<file path="config.mk">
export PLATFORM = sky130hd
export DESIGN_NAME = sccb_gpio_sequencer
export DESIGN_NICKNAME = d
export VERILOG_FILES = /design/src/rtl/sccb_seq_pkg.sv /design/src/rtl/apb_master_xfer.sv /design/src/rtl/sccb_gpio_sequencer.sv
export SDC_FILE = /design/constraint.sdc
export NUM_CORES = 1
export LEC_CHECK = 0
export ABC_CLOCK_PERIOD_IN_PS = 3400
export BUFFER_PORTS_ARGS = -buffer_cell sky130_fd_sc_hd__buf_2
export CAP_MARGIN = 20
export CORE_MARGIN = 2
export CORE_UTILIZATION = 45
export CTS_CLUSTER_SIZE = 10
export DETAILED_ROUTE_END_ITERATION = 10
export PLACE_DENSITY = 0.69
export SETUP_SLACK_MARGIN = 0.02
export SYNTH_ARGS = -nofsm -noshare
export SYNTH_HDL_FRONTEND = slang
export SYNTH_SLANG_ARGS = --single-unit
</file>
<file path="constraint.sdc">
create_clock -name PCLK -period 3.4 [get_ports PCLK]
set_input_delay 0.68 -clock PCLK [delete_from_list [all_inputs] [get_ports PCLK]]
set_output_delay 0.68 -clock PCLK [all_outputs]
set_load 0.03 [all_outputs]
</file>
<file path="src/rtl/sccb_seq_pkg.sv">
// Shared types and constants for the SCCB-over-CoreGPIO sequencer.
// SCCB_SEQ_READBACK_EN adds the GPIO_IN readback states.
package sccb_seq_pkg;

  typedef enum logic [2:0] {
    ST_IDLE,
    ST_SETUP,
    ST_ACCESS,
    ST_WAIT,
`ifdef SCCB_SEQ_READBACK_EN
    ST_READ_SETUP,
    ST_READ_ACCESS,
`endif
    ST_DONE
  } seq_state_e;

  localparam logic [7:0] DEF_GPIO_OUT_ADDR = 8'hA0;
  localparam logic [7:0] DEF_GPIO_IN_ADDR  = 8'h90;

  localparam int SIO_C_BIT = 0;
  localparam int SIO_D_BIT = 1;

  localparam int NUM_STEPS = 59;
  localparam int NUM_BITS  = 27;

  localparam logic [5:0] LAST_STEP = 6'(NUM_STEPS - 1);
  localparam logic [5:0] STOP_STEP = 6'(2 + 2 * NUM_BITS);

  // GPIO_OUT value for a given step: START pair, two steps per bit, STOP triple.
  function automatic logic [1:0] step_val(input logic [5:0] step,
                                          input logic [NUM_BITS-1:0] img);
    logic [1:0] v;
    logic [5:0] rel;
    logic       d;
    logic       c;
    rel = step - 6'd2;
    if (step == 6'd0) begin
      d = 1'b1; c = 1'b1;
    end else if (step == 6'd1) begin
      d = 1'b0; c = 1'b1;
    end else if (step < STOP_STEP) begin
      d = img[5'(NUM_BITS - 1) - rel[5:1]];
      c = rel[0];
    end else if (step == STOP_STEP) begin
      d = 1'b0; c = 1'b0;
    end else if (step == STOP_STEP + 6'd1) begin
      d = 1'b0; c = 1'b1;
    end else begin
      d = 1'b1; c = 1'b1;
    end
    v = 2'b00;
    v[SIO_D_BIT] = d;
    v[SIO_C_BIT] = c;
    return v;
  endfunction

endpackage

</file>
<file path="src/rtl/apb_master_xfer.sv">
// Single-transfer APB master: a request strobe launches SETUP, cpl_o marks the completing edge.
// SCCB_SEQ_READBACK_EN adds read data capture.
module apb_master_xfer (
  input  logic        clk_i,
  input  logic        rst_i,
  input  logic        req_i,
  input  logic        write_i,
  input  logic [7:0]  addr_i,
  input  logic [31:0] wdata_i,
  input  logic        pready_i,
  input  logic        pslverr_i,
`ifdef SCCB_SEQ_READBACK_EN
  input  logic [31:0] prdata_i,
  output logic [31:0] rdata_o,
`endif
  output logic        psel_o,
  output logic        penable_o,
  output logic        pwrite_o,
  output logic [7:0]  paddr_o,
  output logic [31:0] pwdata_o,
  output logic        cpl_o,
  output logic        err_o
);

  logic        psel_q;
  logic        penable_q;
  logic        pwrite_q;
  logic [7:0]  paddr_q;
  logic [31:0] pwdata_q;

  assign cpl_o = psel_q & penable_q & pready_i;
  assign err_o = cpl_o & pslverr_i;

  always_ff @(posedge clk_i) begin
    if (rst_i) begin
      psel_q    <= 1'b0;
      penable_q <= 1'b0;
      pwrite_q  <= 1'b0;
      paddr_q   <= '0;
      pwdata_q  <= '0;
    end else if (req_i) begin
      psel_q    <= 1'b1;
      penable_q <= 1'b0;
      pwrite_q  <= write_i;
      paddr_q   <= addr_i;
      pwdata_q  <= wdata_i;
    end else if (cpl_o) begin
      psel_q    <= 1'b0;
      penable_q <= 1'b0;
    end else if (psel_q) begin
      penable_q <= 1'b1;
    end
  end

`ifdef SCCB_SEQ_READBACK_EN
  logic [31:0] rdata_q;

  always_ff @(posedge clk_i) begin
    if (rst_i) rdata_q <= '0;
    else if (cpl_o && !pwrite_q) rdata_q <= prdata_i;
  end

  // Bypass so the caller can act on the completing edge itself.
  assign rdata_o = (cpl_o && !pwrite_q) ? prdata_i : rdata_q;
`endif

  assign psel_o    = psel_q;
  assign penable_o = penable_q;
  assign pwrite_o  = pwrite_q;
  assign paddr_o   = paddr_q;
  assign pwdata_o  = pwdata_q;

endmodule

</file>
<file path="src/rtl/sccb_gpio_sequencer.sv">
// SCCB 3-phase write engine driving SIO_C/SIO_D through a CoreGPIO output register.
// SCCB_SEQ_READBACK_EN enables GPIO_IN readback after every SIO_C-high write.
module sccb_gpio_sequencer
  import sccb_seq_pkg::*;
#(
  parameter int         HALF_CYC      = 250,
  parameter logic [7:0] GPIO_OUT_ADDR = DEF_GPIO_OUT_ADDR,
  parameter logic [7:0] GPIO_IN_ADDR  = DEF_GPIO_IN_ADDR
) (
  input  logic        PCLK,
  input  logic        PRESET,
  input  logic        start,
  input  logic [7:0]  dev_addr,
  input  logic [7:0]  reg_addr,
  input  logic [7:0]  wr_data,
  output logic        busy,
  output logic        done,
  output logic        err,
  output logic [7:0]  PADDR,
  output logic        PSEL,
  output logic        PENABLE,
  output logic        PWRITE,
  output logic [31:0] PWDATA,
`ifdef SCCB_SEQ_READBACK_EN
  input  logic [31:0] PRDATA,
`endif
  input  logic        PREADY,
  input  logic        PSLVERR
);

  localparam int             CW       = $clog2(HALF_CYC + 1);
  localparam logic [CW-1:0]  CNT_LOAD = CW'(HALF_CYC - 1);

  seq_state_e          state_q, state_d;
  logic [5:0]          step_q, step_d;
  logic [NUM_BITS-1:0] img_q, img_d;
  logic [CW-1:0]       cnt_q, cnt_d;
  logic                err_q, err_d;

  logic       req;
  logic       req_write;
  logic [1:0] req_val;
  logic [1:0] cur_val;
  logic       cpl;
  logic       xfer_err;
`ifdef SCCB_SEQ_READBACK_EN
  logic [31:0] rdata;
`endif

  always_ff @(posedge PCLK) begin
    if (PRESET) begin
      state_q <= ST_IDLE;
      step_q  <= '0;
      img_q   <= '0;
      cnt_q   <= '0;
      err_q   <= 1'b0;
    end else begin
      state_q <= state_d;
      step_q  <= step_d;
      img_q   <= img_d;
      cnt_q   <= cnt_d;
      err_q   <= err_d;
    end
  end

  always_comb begin
    state_d   = state_q;
    step_d    = step_q;
    img_d     = img_q;
    cnt_d     = cnt_q;
    err_d     = err_q;
    req       = 1'b0;
    req_write = 1'b1;
    cur_val   = step_val(step_q, img_q);
    req_val   = cur_val;
    unique case (state_q)
      ST_IDLE: begin
        if (start) begin
          img_d   = {dev_addr, 1'b1, reg_addr, 1'b1, wr_data, 1'b1};
          step_d  = '0;
          err_d   = 1'b0;
          req     = 1'b1;
          req_val = step_val(6'd0, img_d);
          state_d = ST_SETUP;
        end
      end
      ST_SETUP:  state_d = ST_ACCESS;
      ST_ACCESS: begin
        if (cpl) begin
          if (xfer_err) begin
            err_d   = 1'b1;
            state_d = ST_DONE;
          end
`ifdef SCCB_SEQ_READBACK_EN
          else if (cur_val[SIO_C_BIT]) begin
            req       = 1'b1;
            req_write = 1'b0;
            state_d   = ST_READ_SETUP;
          end
`endif
          else begin
            cnt_d   = CNT_LOAD;
            state_d = ST_WAIT;
          end
        end
      end
`ifdef SCCB_SEQ_READBACK_EN
      ST_READ_SETUP: state_d = ST_READ_ACCESS;
      ST_READ_ACCESS: begin
        if (cpl) begin
          if (xfer_err || (rdata[1:0] != cur_val)) begin
            err_d   = 1'b1;
            state_d = ST_DONE;
          end else begin
            cnt_d   = CNT_LOAD;
            state_d = ST_WAIT;
          end
        end
      end
`endif
      ST_WAIT: begin
        if (cnt_q == '0) begin
          if (step_q == LAST_STEP) begin
            state_d = ST_DONE;
          end else begin
            step_d  = step_q + 6'd1;
            req     = 1'b1;
            req_val = step_val(step_d, img_q);
            state_d = ST_SETUP;
          end
        end else begin
          cnt_d = cnt_q - 1'b1;
        end
      end
      ST_DONE: state_d = ST_IDLE;
      default: state_d = ST_IDLE;
    endcase
  end

  apb_master_xfer u_xfer (
    .clk_i     (PCLK),
    .rst_i     (PRESET),
    .req_i     (req),
    .write_i   (req_write),
    .addr_i    (req_write ? GPIO_OUT_ADDR : GPIO_IN_ADDR),
    .wdata_i   ({30'b0, req_val}),
    .pready_i  (PREADY),
    .pslverr_i (PSLVERR),
`ifdef SCCB_SEQ_READBACK_EN
    .prdata_i  (PRDATA),
    .rdata_o   (rdata),
`endif
    .psel_o    (PSEL),
    .penable_o (PENABLE),
    .pwrite_o  (PWRITE),
    .paddr_o   (PADDR),
    .pwdata_o  (PWDATA),
    .cpl_o     (cpl),
    .err_o     (xfer_err)
  );

  assign busy = (state_q != ST_IDLE);
  assign done = (state_q == ST_DONE);
  assign err  = done & err_q;

endmodule

</file>
==> out/metrics.yaml <==
overflow: 0
switching_share_pct: 32.6
synthTopCellsByArea: "dfxtp_1 33%, buf_4 10%, nand2_1 7.7%"
ir_drop_uv: 311
ff_latch_area_um2: 961
critPathKind: "register to register"
setup-violations-final: 0
crit_path_end_kind: "register"
p_int_uw: 852
cp.arrival_ns: 3.36
dr.first_iter.drc_count: 93
power.share.sequential_pct: 50.2
slowest_stage: "ha_1"
cpMostUsedCell: "ha_1"
synth_ff_type: "dfxtp_1"
gp_congestion: 0.906
start_kind: "register"
yosys_warnings: 0
crit_start: "step_q[0]"
ctsHtreeMaxLevel: 2
port_buffers: 38
ant_nets: 0
hp-class: "register to register"
core_area_um2: 6350
power.share.clock_pct: 28.0
remaining_drc_errors: 0
n_fill_cell: 612
pin_count: 75
row_count: 29
synthArstFlopShare_pct: 0
grt.total_usage_pct: 16.6
rrSetupSlack_ns: 0.24
multi_input_area_um2: 1700
drtPass1Iterations: 5
switchingPower_uw: 412
clock_latency_ns: 0.30
netlist_area_um2: 2940
relSlewSlack_pct: 34.2
cts_resized: 0
first_global_vias: 2105
synth.avg_cell_area_um2: 8.21
clock_skew_ns: 0.00654
drive_gt1_share_pct: 18.4
p_leak_uw: 0.00128
r2r_cells: 10
worst-path-max-fanout: 10
dp_hpwl_um: 4320
r2r-end: "u_xfer.pwdata_o[1]"
die_w_um: 84.8
max_freq_ghz: 0.317
syn_inst: 358
postCtsSetupBuffers: 0
fin_tns_setup_ns: 0
cp-endpoint: "u_xfer.pwdata_o[1]"
combinationalPowerShare_pct: 21.8
grt_setup_unrepaired: "no"
synth_edf_count: 0
yosys.area.top_type: "dfxtp_1"
slowest_delay_ns: 0.52
die_y_um: 84.8
start_util_pct: 46.3
ys_seq_elements: 48
synth_top_area_share_pct: 32.7
wl_per_cell_um: 12.9
hold_violations: 0
outcome: "finished clean"
fin_util_pct: 48.9
cts_buffers: 5
max-cap-violations: 0
highest_layer: "met4"
layout-area-overhead-vs-synth_pct: 5.75
grt_first_pass_wirelength_um: 9740
met1_length_um: 2820
routed-wl-met3_um: 285
finalNetCount: 421
synthDistinctLibCells: 63
period_needed_ns: 3.16
cts_sinks: 48
ys_seq_area_share_pct: 32.7
viasPerCell: 5.27
cts_tree: "done"
dieArea_um2: 7190
fin_crit_sh_pct: 92.9
vias: 2436
cts-root-buf: "clkbuf_8"
slew_violations: 0
n_antenna_cell: 0
ctsLongestPathBuffers: 2
routed_wl_um: 5980
grt_max_degree: 30
clk_pin_slew_ns: 0.09
wl_met2_um: 2830
power_density_nw_per_um2: 407
regToRegStartpoint: "step_q[0]"
critPathRequiredTime_ns: 3.60
worst_pin_slew_ns: 0.984
crit_chain: "ha_1, xor2_1, inv_2, ha_1, buf_4, mux4_2, o32ai_1, o21ai_0, a211oi_1, nor3b_1"
antenna_found_initial: 0
hold_buffers: 0
worst max-delay path: cells and delay by family, from the launching register on:
kind	cells	cell delay (ns)
adder cells (fa/ha/maj)	2	0.83
multiplexers	1	0.51
AND/OR/NAND/NOR	1	0.07
buffers and inverters	2	0.33
XOR/XNOR	1	0.24
AO/OA/AOI/OAI	3	0.57
flip-flops	1	0.51
sequential cells by signal (all words and copies together) (netlist names):
signal / flops
u_xfer.penable_o: 1
step_q: 6
state_q: 3
err_q: 1
u_xfer.pwrite_o: 1
u_xfer.pwdata_o: 2
cnt_q: 8
u_xfer.psel_o: 1
img_q: 25
worst min-delay path by stage:
stage | endpoint | cells after the start | start | slack (ns)
after floorplan | img_q[12] | 2 | img_q[12] | 0.43
after global placement | img_q[7] | 2 | img_q[7] | 0.44
after detailed placement | img_q[20] | 2 | img_q[20] | 0.45
after CTS | img_q[15] | 2 | img_q[15] | 0.46
after global routing | img_q[6] | 2 | img_q[6] | 0.48
final | img_q[10] | 2 | img_q[10] | 0.46
metal layers:
metal	vias to the layer above	GRT usage, %
met4	0	5.92
li1	1225	-
met2	81	26.1
met3	4	2.92
met1	1126	23.1
met5	-	0
power groups by stage:
stage | clock (µW) | sequential [µW] | combinational (µW)
final | 354 | 635 | 276
after global routing | 379 | 640 | 304
after CTS | 362 | 634 | 277
after detailed placement | 0 | 647 | 276
after global placement | 0 | 647 | 271
after floorplan | 0 | 647 | 249
cell usage in the layout, fill, tap and decap left out, drive strengths merged, types with 3 or more instances in the layout:
cell / count
nand2: 60
dfxtp: 48
buf: 42
a21oi: 41
conb: 36
nor2: 26
inv: 10
o21ai: 9
nand3: 8
nor3: 8
ha: 7
mux4: 6
mux2i: 6
clkbuf: 6
nand3b: 5
mux2: 4
xnor2: 4
xor2: 3
and2: 3
nand4: 3
or3: 3
and3: 3
o211ai: 3
a211oi: 3
nor4: 3
o221ai: 3
synth_stat cells (3+ instances only):
| library cell | number |
|---|---|
| nor3_1 | 7 |
| nand4_1 | 3 |
| nor2_1 | 26 |
| and3_1 | 3 |
| ha_1 | 7 |
| or3_1 | 3 |
| a21oi_1 | 40 |
| mux4_2 | 6 |
| mux2i_1 | 6 |
| dfxtp_1 | 48 |
| buf_2 | 7 |
| nand3b_1 | 4 |
| clkbuf_1 | 9 |
| o21ai_0 | 9 |
| inv_1 | 9 |
| mux2_2 | 3 |
| xnor2_1 | 3 |
| buf_4 | 39 |
| o211ai_1 | 3 |
| nand2_1 | 60 |
| nand3_1 | 8 |
| and2_1 | 3 |
| xor2_1 | 3 |
| a211oi_1 | 3 |
layout make-up:
class / instances / share of cell area, %
Inverter: 10 / 1.21
Clock inverter: 1 / 0.282
Tap cell: 77 / 3.10
Sequential cell: 48 / 30.9
Clock buffer: 6 / 2.66
Multi-Input combinational cell: 278 / 54.8
Timing Repair Buffer: 42 / 7.09
kinds of logic (layout without fill, tap and decap cells):
logic type      count (synthesis)  after routing  share of synthesized area (%)
other cells                     1             36                          0.128
buf+inv                        67             59                           13.9
xor+xnor                        7              7                           2.34
fa+ha+maj                       7              7                           2.98
mux                            16             16                           8.30
flops                          48             48                           32.7
compound gates                 80             80                           18.3
simple gates                  132            132                           21.4
per-stage QoR:
step	hold WS [ns]	setup slack, ns	area (µm²)	power, µW	cells
after global placement	0.443	0.330	3020	918	455
final	0.456	0.241	3110	1260	462
after detailed placement	0.449	0.266	3020	923	455
after CTS	0.461	0.264	3110	1270	462
after global routing	0.484	0.0331	3110	1320	462
after floorplan	0.433	0.588	3070	896	393
Power figures use the tool's default switching activity.
